$ cat src/rtl/conv_window_ctrl.sv
// rtl/conv_window_ctrl.sv - line-buffer sequencing and KxK window-valid tracking for one raster frame
// Optional sticky protocol-error flag o_err when CONV_WIN_CTRL_ERR_EN is defined.
module conv_window_ctrl #(
  parameter int IMG_W = 28,
  parameter int IMG_H = 28,
  parameter int K     = 5
) (
  input  logic                       clk,
  input  logic                       global_rst_n,
  input  logic                       i_start,
  input  logic                       i_abort,
  input  logic                       i_pix_valid,
  output logic                       o_ready,
  output logic                       o_sr_ce,
  output logic                       o_sr_rst,
  output logic                       o_win_valid,
  output logic [$clog2(IMG_H)-1:0]   o_win_row,
  output logic [$clog2(IMG_W)-1:0]   o_win_col,
  output logic                       o_busy,
  output logic                       o_done
`ifdef CONV_WIN_CTRL_ERR_EN
  ,
  output logic                       o_err
`endif
);

  localparam int RW = $clog2(IMG_H);
  localparam int CW = $clog2(IMG_W);

  typedef enum logic [1:0] {
    S_IDLE,
    S_CLEAR,
    S_RUN,
    S_DONE
  } state_t;

  state_t        state_q, state_d;
  logic [RW-1:0] row_q, row_d;
  logic [CW-1:0] col_q, col_d;
  logic [RW-1:0] win_row_q, win_row_d;
  logic [CW-1:0] win_col_q, win_col_d;
  logic          win_valid_q, win_valid_d;

  logic abort_eff;
  logic accept;
  logic last_col;
  logic last_row;
  logic in_window;

`ifdef CONV_WIN_CTRL_ERR_EN
  logic err_q, err_d;
`endif

  always_comb begin
    state_d     = state_q;
    row_d       = row_q;
    col_d       = col_q;
    win_row_d   = win_row_q;
    win_col_d   = win_col_q;
    win_valid_d = 1'b0;

    // Abort outranks everything, including a pixel offered in the same cycle.
    abort_eff = i_abort && (state_q != S_IDLE);
    accept    = i_pix_valid && (state_q == S_RUN) && !i_abort;
    last_col  = (col_q == CW'(IMG_W - 1));
    last_row  = (row_q == RW'(IMG_H - 1));
    in_window = (row_q >= RW'(K - 1)) && (col_q >= CW'(K - 1));

    o_ready     = (state_q == S_RUN);
    o_busy      = (state_q != S_IDLE);
    o_sr_ce     = accept;
    o_sr_rst    = (state_q == S_CLEAR) || abort_eff;
    o_done      = (state_q == S_DONE) && !abort_eff;
    o_win_valid = win_valid_q && !abort_eff;
    o_win_row   = win_row_q;
    o_win_col   = win_col_q;

    case (state_q)
      S_IDLE: begin
        if (i_start) state_d = S_CLEAR;
      end
      S_CLEAR: begin
        row_d   = '0;
        col_d   = '0;
        state_d = abort_eff ? S_IDLE : S_RUN;
      end
      S_RUN: begin
        if (abort_eff) begin
          state_d = S_IDLE;
        end else if (accept) begin
          // Window flags refer to the pixel just shifted in, so they trail by one cycle.
          win_valid_d = in_window;
          if (in_window) begin
            win_row_d = row_q - RW'(K - 1);
            win_col_d = col_q - CW'(K - 1);
          end
          if (last_col) begin
            col_d = '0;
            if (last_row) begin
              row_d   = '0;
              state_d = S_DONE;
            end else begin
              row_d = row_q + RW'(1);
            end
          end else begin
            col_d = col_q + CW'(1);
          end
        end
      end
      S_DONE: begin
        state_d = S_IDLE;
      end
      default: begin
        state_d = S_IDLE;
      end
    endcase

`ifdef CONV_WIN_CTRL_ERR_EN
    err_d = err_q;
    if ((state_q == S_IDLE) && i_start) begin
      err_d = 1'b0;
    end else if ((state_q != S_IDLE) && (state_q != S_RUN) && i_pix_valid) begin
      err_d = 1'b1;
    end
    o_err = err_q;
`endif
  end

  always_ff @(posedge clk or negedge global_rst_n) begin
    if (!global_rst_n) begin
      state_q     <= S_IDLE;
      row_q       <= '0;
      col_q       <= '0;
      win_row_q   <= '0;
      win_col_q   <= '0;
      win_valid_q <= 1'b0;
    end else begin
      state_q     <= state_d;
      row_q       <= row_d;
      col_q       <= col_d;
      win_row_q   <= win_row_d;
      win_col_q   <= win_col_d;
      win_valid_q <= win_valid_d;
    end
  end

`ifdef CONV_WIN_CTRL_ERR_EN
  always_ff @(posedge clk or negedge global_rst_n) begin
    if (!global_rst_n) begin
      err_q <= 1'b0;
    end else begin
      err_q <= err_d;
    end
  end
`endif

endmodule
$ cat config.mk
export PLATFORM = sky130hd
export DESIGN_NAME = conv_window_ctrl
export DESIGN_NICKNAME = d
export VERILOG_FILES = /design/src/rtl/conv_window_ctrl.sv
export SDC_FILE = /design/constraint.sdc
export NUM_CORES = 1
export LEC_CHECK = 0
export ABC_CLOCK_PERIOD_IN_PS = 2150
export BUFFER_PORTS_ARGS = -buffer_cell sky130_fd_sc_hd__buf_2
export CORE_MARGIN = 1
export CORE_UTILIZATION = 55
export DETAILED_ROUTE_END_ITERATION = 6
export PLACE_DENSITY = 0.77
export SKIP_LAST_GASP = 1
export SLEW_MARGIN = 0
export SYNTH_ARGS = -nofsm -noshare
export SYNTH_HDL_FRONTEND = slang
export SYNTH_SLANG_ARGS = --single-unit
export TNS_END_PERCENT = 30
$ cat constraint.sdc
create_clock -name clk -period 2.15 [get_ports clk]
set_input_delay 0.43 -clock clk [delete_from_list [all_inputs] [get_ports clk]]
set_output_delay 0.43 -clock clk [all_outputs]
set_load 0.01 [all_outputs]
==> results.txt, run 1 <==
- Async set or reset register ratio after synthesis: 100%
- Total wire length after detailed routing: 2670 um
- In the synthesized netlist, the number of instances is 128.
- Setup slack on the critical path of the routed design comes to 0.176 ns.
- Peak fanout along the critical path: 6
- The repair_antennas step left the layout with diodes totalling 0.
- Dividing the final minimum period by the clock period gives 91.8%.
* Crit path arrival time: 1.54 ns
- Setup tns final: 0 ns
- Cell at the root of the clock tree: clkbuf_4
- Largest net degree at the start of global routing: 24
* Post-place instance area: 0.00153 mm2
- The initial utilization of the core area, before any placement, comes to 60.6%.
* Crit Reg-Reg Startpoint: col_q[3]
- The final-report max-slew violation count was 0.
* CTS tree: done
* Tightest Pin Transition: 0.623 ns
* Part of the Yosys area used for sequential elements: 41.4%
* Wire length of the first global-routing pass: 4560 um
- The endpoint identified for the worst register-to-register timing path is o_win_row[4].
- Clock skew after layout: 0.00755 ns
- Power spread over the standard cell area amounts to 745 mW/mm2.
- Unique masters post-synth: 41
- Number of buffers added by the clock tree synthesis step: 3
- Yosys warning count: 0
- After global routing the overflow that remains totals 0.
- Via count: 1,033
- For the worst setup path, the data required time is 1.72 ns.
* Cell area after layout: 0.00157 mm2
* Worst relative slew slack: 58.3%
- Skew-Pair Late Insertion Delay: 0.31 ns
- The path class of the tightest hold or removal check is in -> async.
* Remaining number of nets flagged by the antenna check after routing: 0
- The floorplan step set the die height to 52.3 um.
- DRT Pass-1 Iters: 4
- The setup path with the least slack is of type reg -> out.
- Total number of H-tree levels: 1
- Max-cap violations in this run came to 0.
- Gates resized during post-CTS repair numbered 2.
* Final Hold Violating Endpoints: 0
- Critical path startpoint category: register
* Number of setup violations in the final report: 0
* Commonest cells after routing, fill and taps aside: dfrtp_1, buf_2, inv_1, ha_1, nand2_1
* Setup bufs post-CTS: 0
- The number of global-route vias before repair came to 1,003.
- Counting every net in the synthesized netlist gives 149.
- Clock-pin slew was measured on the worst setup and hold paths at 0.14 ns.
- Setup repair after global routing left no endpoint under its margin.
- Most frequently used flop master after synthesis: dfrtp_1
* Number of placement rows: 17
- Die Span X: 52.3 um
* Area added between synthesis and finish: 12.8%
* Synth Area per Inst: 10.9 um2
- Final weighted congestion in routability-driven placement: 0.827
- Clock tree synthesis found a total of 23 sinks.
- No sink is reached through more buffers than the 2 on the longest clock path.
- Layout cells sized above 1: 30.7%
- STA classifies the critical path endpoint as an output pin.
* Standby leakage power: 0.799 nW
- HPWL after detailed placement: 1940 um
- Before CTS, the worst setup slack after placement is -0.0474 ns.
- The region available for standard cell placement spans 0.00230 mm2.
- Cell area after synthesis: 0.00139 mm2
- Number of flops mapped to enable cells by yosys: 0
- Input and output buffers added on the ports amount to 20.
- The number of placed instances, taps included, is 177.
- Depth of the worst register-to-register path: 5
* Leading cell type in the layout, fill and taps excluded: dfrtp_1
- The worst-case IR drop observed on VDD is 0.619 mV.
- Overall track demand over capacity in global routing: 22.9%
- The routed design could run at a clock period as short as 1.97 ns.
- Wire length per cell after detailed routing: 14.8 um
- Pin placement for this block handled 21 I/O pins.
- Worst reg2reg setup slack: 0.18 ns
- Iter 0 DRT Violations: 9
* Post-detailed-route DRC marker count: 0
* Outcome: complete, no violations
- Fmax: 507 MHz
- Launch point of the worst path: state_q[1]
* Flip-flop and latch count after synthesis: 23
* Final cell count without fillers: 181
- In the routed layout, each cell is associated on average with a via count of 5.71.
- The initial antenna violation count was 0.
* Die area: 0.00273 mm2
- Buffers inserted to repair hold after CTS numbered 0.
- Total Nets Final: 175
-- per-stage QoR --
stage / util [%] / hold slack, ns / total power [W]
2_1_floorplan: - / 0.134 / 0.000829
3_3_place_gp: 66.6 / 0.431 / 0.000950
3_5_place_dp: 66.6 / 0.439 / 0.000966
4_1_cts: 68.1 / 0.0888 / 0.00116
5_1_grt: 68.3 / 0.109 / 0.00125
6_report: 68.3 / 0.0699 / 0.00117
-- metal layers --
metal  vias up  part of all wire [%]  wire (um)  global-route usage, %
met5         -                     0          0                      0
met4         0                  0.60         16                   6.14
met3         2                   3.7         99                   2.61
met2        29                    46       1230                   37.3
met1       511                    50       1330                   32.0
li1        491                     -          -                      -
-- cells in the mapped netlist (2+ instances only) --
library cell  number  share of area [%]
ha_1              16                 14
nor2_1             4                1.1
mux2i_1            3                2.2
o21ai_0            7                2.5
nand2b_1           2               0.90
xor2_1             2                1.3
a21oi_1            2               0.72
inv_1             16                4.3
and2_1             2               0.90
buf_6              2                1.6
mux2_4             6                6.5
nand2_1           11                3.0
nand3_1            4                1.4
dfrtp_1           23                 41
o211ai_1           2                1.1
-- cell type report --
type / count / area [um2]
Tap cell: 28 / 35.0
Timing Repair Buffer: 24 / 130
Clock buffer: 3 / 22.5
Sequential cell: 23 / 576
Clock inverter: 1 / 5.00
Inverter: 16 / 60.1
Fill cell: 183 / 728
Multi-Input combinational cell: 86 / 741
-- critical path: stages (launching register included) --
cell	delay [ns]
dfrtp_1	0.45
inv_1	0.09
ha_1	0.20
inv_1	0.11
nand2_1	0.09
and2_1	0.17
buf_2	0.13
-- report_power, final --
part,internal (W),switching (W)
combinational,0.000178,0.000294
clock,0.0000693,0.000134
sequential,0.000461,0.0000315
total,0.000709,0.000460
-- worst max-delay path by stage --
stage,end,slack (ns),cells after the start
after detailed placement,o_win_row[0],-0.05,5
after floorplan,o_win_col[0],0.32,7
after global routing,o_win_valid,0.03,6
final,o_win_valid,0.18,6
after CTS,o_win_row[4],0.06,5
after global placement,o_win_row[0],0.02,5
-- flip-flops by register name, indices dropped and copies added, names as in the netlist --
signal       cells
o_win_row        5
row_q            5
o_win_col        5
state_q          2
win_valid_q      1
col_q            5
-- cell families after synthesis --
group                    synth area share (%)
flip-flops                               41.4
adder cells (fa/ha/maj)                  14.4
AND/OR/NAND/NOR                          11.4
AO/OA/AOI/OAI                            15.8
XOR/XNOR                                 1.26
multiplexers                             9.44
buffers and inverters                    6.29
No activity file was read; power rests on OpenSTA's default activity.
==> run 2, diff against run 1 <==
--- a/config.mk
+++ b/config.mk
@@ -5,12 +5,11 @@
 export SDC_FILE = /design/constraint.sdc
 export NUM_CORES = 1
 export LEC_CHECK = 0
-export ABC_CLOCK_PERIOD_IN_PS = 2150
 export BUFFER_PORTS_ARGS = -buffer_cell sky130_fd_sc_hd__buf_2
 export CORE_MARGIN = 1
-export CORE_UTILIZATION = 55
+export CORE_UTILIZATION = 50
 export DETAILED_ROUTE_END_ITERATION = 6
-export PLACE_DENSITY = 0.77
+export PLACE_DENSITY = 0.74
 export SKIP_LAST_GASP = 1
 export SLEW_MARGIN = 0
 export SYNTH_ARGS = -nofsm -noshare
==> constraint.sdc (replaced) <==
create_clock -name clk -period 1.7 [get_ports clk]
set_input_delay 0.34 -clock clk [delete_from_list [all_inputs] [get_ports clk]]
set_output_delay 0.34 -clock clk [all_outputs]
set_load 0.01 [all_outputs]
==> run 2 against run 1 <==
Net effect: the run now ends with setup timing left; hold slack better by 0.32 ns; cell count grew 22%; non-clock buffer count grew 37; sequential share of layout area down 8.3 points; wire length up 31%; first-iteration DRC count increased by 78%; largest cell class unchanged; largest power group is now combinational logic; highest routed layer unchanged.
==> results.txt, run 2 (synthesized netlist as in run 1, its figures left out) <==
- The final worst slack came to -0.0690 ns (-0.245 ns).
- The biggest fanout along the worst timing path was 6 (unchanged).
* Switching power: 0.000714 W (+55%)
- The sequential power share was 32.3% (-9.9 points).
- The number of cells after detailed placement is 200 (+13%).
* Antenna diode count: 0 (unchanged)
- Total of max-cap violations: 0 (unchanged)
- The final-report max-slew violation count was 0 (unchanged).
- The reg2reg setup slack came to -0.07 ns (-0.25 ns).
- Final cell count without fillers: 221 (+22%)
- The fill cell total of the finished layout was 140 (-23%).
- Setup tns final: -0.373 ns (-0.373 ns)
- Via count: 1,186 (+15%)
- Counting I/O delays and the setup requirement, the final critical path takes 1.77 ns.
- The width of the die was 54.8 um (+4.7%).
* CTS tree: done
* DRT Pass-1 Iters: 4 (unchanged)
* Reg clk slew, reported paths: 0.13 ns (about the same)
- Overall die height: 54.8 um (+4.7%)
- The worst hold path terminates at state_q[0].
- The leakage power summed over all cells is 1.03 nW (+29%).
* Number of cells on the worst hold path: 3
- The checks that failed: setup timing.
- The global-route usage over all layers is 24.5% (+1.5 points).
* Power per cell area: 927 mW/mm2 (+24%)
* Category of the most critical setup path: reg -> reg
- The clock skew after layout was 0.0105 ns (+0.00299 ns).
- The latest clock arrival within the worst-skew pair is 0.32 ns (about the same).
* Part of the power in the clock network: 13.7% (-3.7 points)
- The data arrival time at the worst-slack endpoint is 1.98 ns (+0.44 ns).
* Commonest cells after routing, fill and taps aside: buf_4, dfrtp_1, buf_2
* Post-detailed-route DRC marker count: 0 (unchanged)
- The average wire per cell in the routed design came to 15.9 um (+7.4%).
* Final weighted congestion in routability-driven placement: 0.833 (+0.77%)
* Worst min-delay path category: in -> reg
- Number of buffers added by the clock tree synthesis step: 3 (unchanged)
- The routed wire length is 3510 um (+31%).
* Cell at the root of the clock tree: clkbuf_4
- Iter 0 DRT Violations: 16 (+7)
* Depth of the worst register-to-register path: 7 (+2)
- The number of setup violations in the final report came to 14 (+14).
* Via count of the first global-routing pass: 1,117 (+11%)
- CP Capture Type: register
* Proportion of power drawn by combinational gates: 54.0% (+14 points)
- The critical path data required time is 1.91 ns (+0.19 ns).
* Final period utilization: 104%
- Tightest Pin Transition: 0.519 ns (-0.104 ns)
- Worst relative slew slack: 65.4% (+7.1 points)
- The routed via count divided by cell count is 5.37 (-6.0%).
- TritonCTS Sinks: 23 (unchanged)
* Crit Reg-Reg Startpoint: col_q[0]
- The initial antenna violation count is 0 (unchanged).
* Fmax: 565 MHz
* Switching Share: 37.9% (-1.4 points)
- Total Nets Final: 213 (+22%)
- From synthesis to final layout, the design area changed by 46.0%.
* HPWL after detailed placement: 2280 um (+17%)
- The maximum resistive drop on vdd came to 1.05 mV (+70%).
* Total number of H-tree levels: 1 (unchanged)
* Port Buffers: 20 (unchanged)
* Layout cells sized above 1: 53.4% (+23 points)
* Core area: 0.00254 mm2 (+11%)
- The startpoint identified for the worst hold timing path is i_abort.
- Total congestion overflow after global routing: 0 (unchanged)
* Outcome: finished, violations left
- Wire length of the first global-routing pass: 4960 um (+8.8%)
- The largest net degree at the start of global routing was 24 (unchanged).
- The starting density of the core came to 54.7% (-5.9 points).
* Number of placement rows: 18 (+1)
* RSZ-0062 raised after global routing: yes
- The remaining antenna violation count came to 0 (unchanged).
- The number of buffers between clock root and the deepest sink was 2 (unchanged).
- Number of I/O pins: 21 (unchanged)
* Critical path startpoint category: register
- Final Hold Violating Endpoints: 0 (unchanged)
- The internal power consumption came to 0.00117 W (+65%).
* Die area: 0.00300 mm2 (+9.6%)
- The library cell used most frequently in the layout, excluding fill and tap cells, is buf_4.
- The endpoint identified for the worst register-to-register timing path is o_win_row[4].
run 2: cell types whose count changed in the layout (fill, tap and decap cells not counted), moves of 3 or more:
cell	delta
buf_2	-3
buf_4	+31
buf_6	+7
ha_1	-6
ha_4	+4
inv_1	-7
inv_2	+5
run 2: per-stage QoR:
| stage | utilization, % | hold WS (ns) | setup slack (ns) | total power (W) | instance area [um2] |
|---|---|---|---|---|---|
| floorplan | - | 0.0444 | 0.00290 | 0.00106 | 1420 |
| global placement | 67.2 | 0.340 | -0.321 | 0.00135 | 1710 |
| detailed placement | 67.2 | 0.344 | -0.399 | 0.00136 | 1710 |
| CTS | 73.1 | 0.364 | -0.0355 | 0.00175 | 1860 |
| global route | 79.8 | 0.401 | -0.126 | 0.00199 | 2030 |
| finish | 79.8 | 0.388 | -0.0690 | 0.00188 | 2030 |
run 2: timing repair:
item / 4_1_cts / 5_1_grt
gates cloned: 1 / 0
endpoints found under the setup margin: 16 / 22
gates resized for setup: 14 / 22
hold buffers: 1 / 0
endpoints found under the hold margin: 23 / 0
buffers inserted: 7 / 9
pin swaps: 7 / 9
run 2: layout make-up:
class                           instances  area [um2]  share of cell area [%]
Sequential cell                        23         576                    28.3
Tap cell                               30        37.5                    1.85
Timing Repair Buffer                   61         457                    22.5
Inverter                               16        65.1                    3.20
Clock buffer                            4        26.3                    1.29
Multi-Input combinational cell         87         870                    42.8
run 2: power by group through the flow:
stage                     clock network [W]  logic [W]  registers [W]
after floorplan                           0   0.000436       0.000625
after global placement                    0   0.000735       0.000611
after detailed placement                  0   0.000752       0.000612
after CTS                          0.000266   0.000885       0.000603
after global routing               0.000284    0.00110       0.000612
final                              0.000258    0.00102       0.000608
run 2: how the worst max path moves through the flow:
stage / start / to / slack [ns]
after floorplan: state_q[0] / o_win_col[0] / 0.003
after global placement: col_q[0] / o_win_row[0] / -0.32
after detailed placement: row_q[0] / o_win_row[0] / -0.40
after CTS: state_q[0] / o_sr_ce / -0.04
after global routing: col_q[0] / o_win_row[4] / -0.13
final: col_q[0] / o_win_row[4] / -0.07
run 2: routing by layer:
layer	share of wire (%)	track usage [%]	vias up
li1	-	-	571
met1	43	26.8	581
met2	52	43.2	24
met3	2.3	5.56	10
met4	2.9	12.8	0
met5	0	0	-
run 2: critical path, stage by stage, from the launching register on:
cell and delay (ns):
dfrtp_1 0.37, inv_1 0.06, ha_2 0.19, a2111oi_4 0.35, buf_4 0.21, nor3_4 0.05, buf_12 0.13, mux2_4 0.29
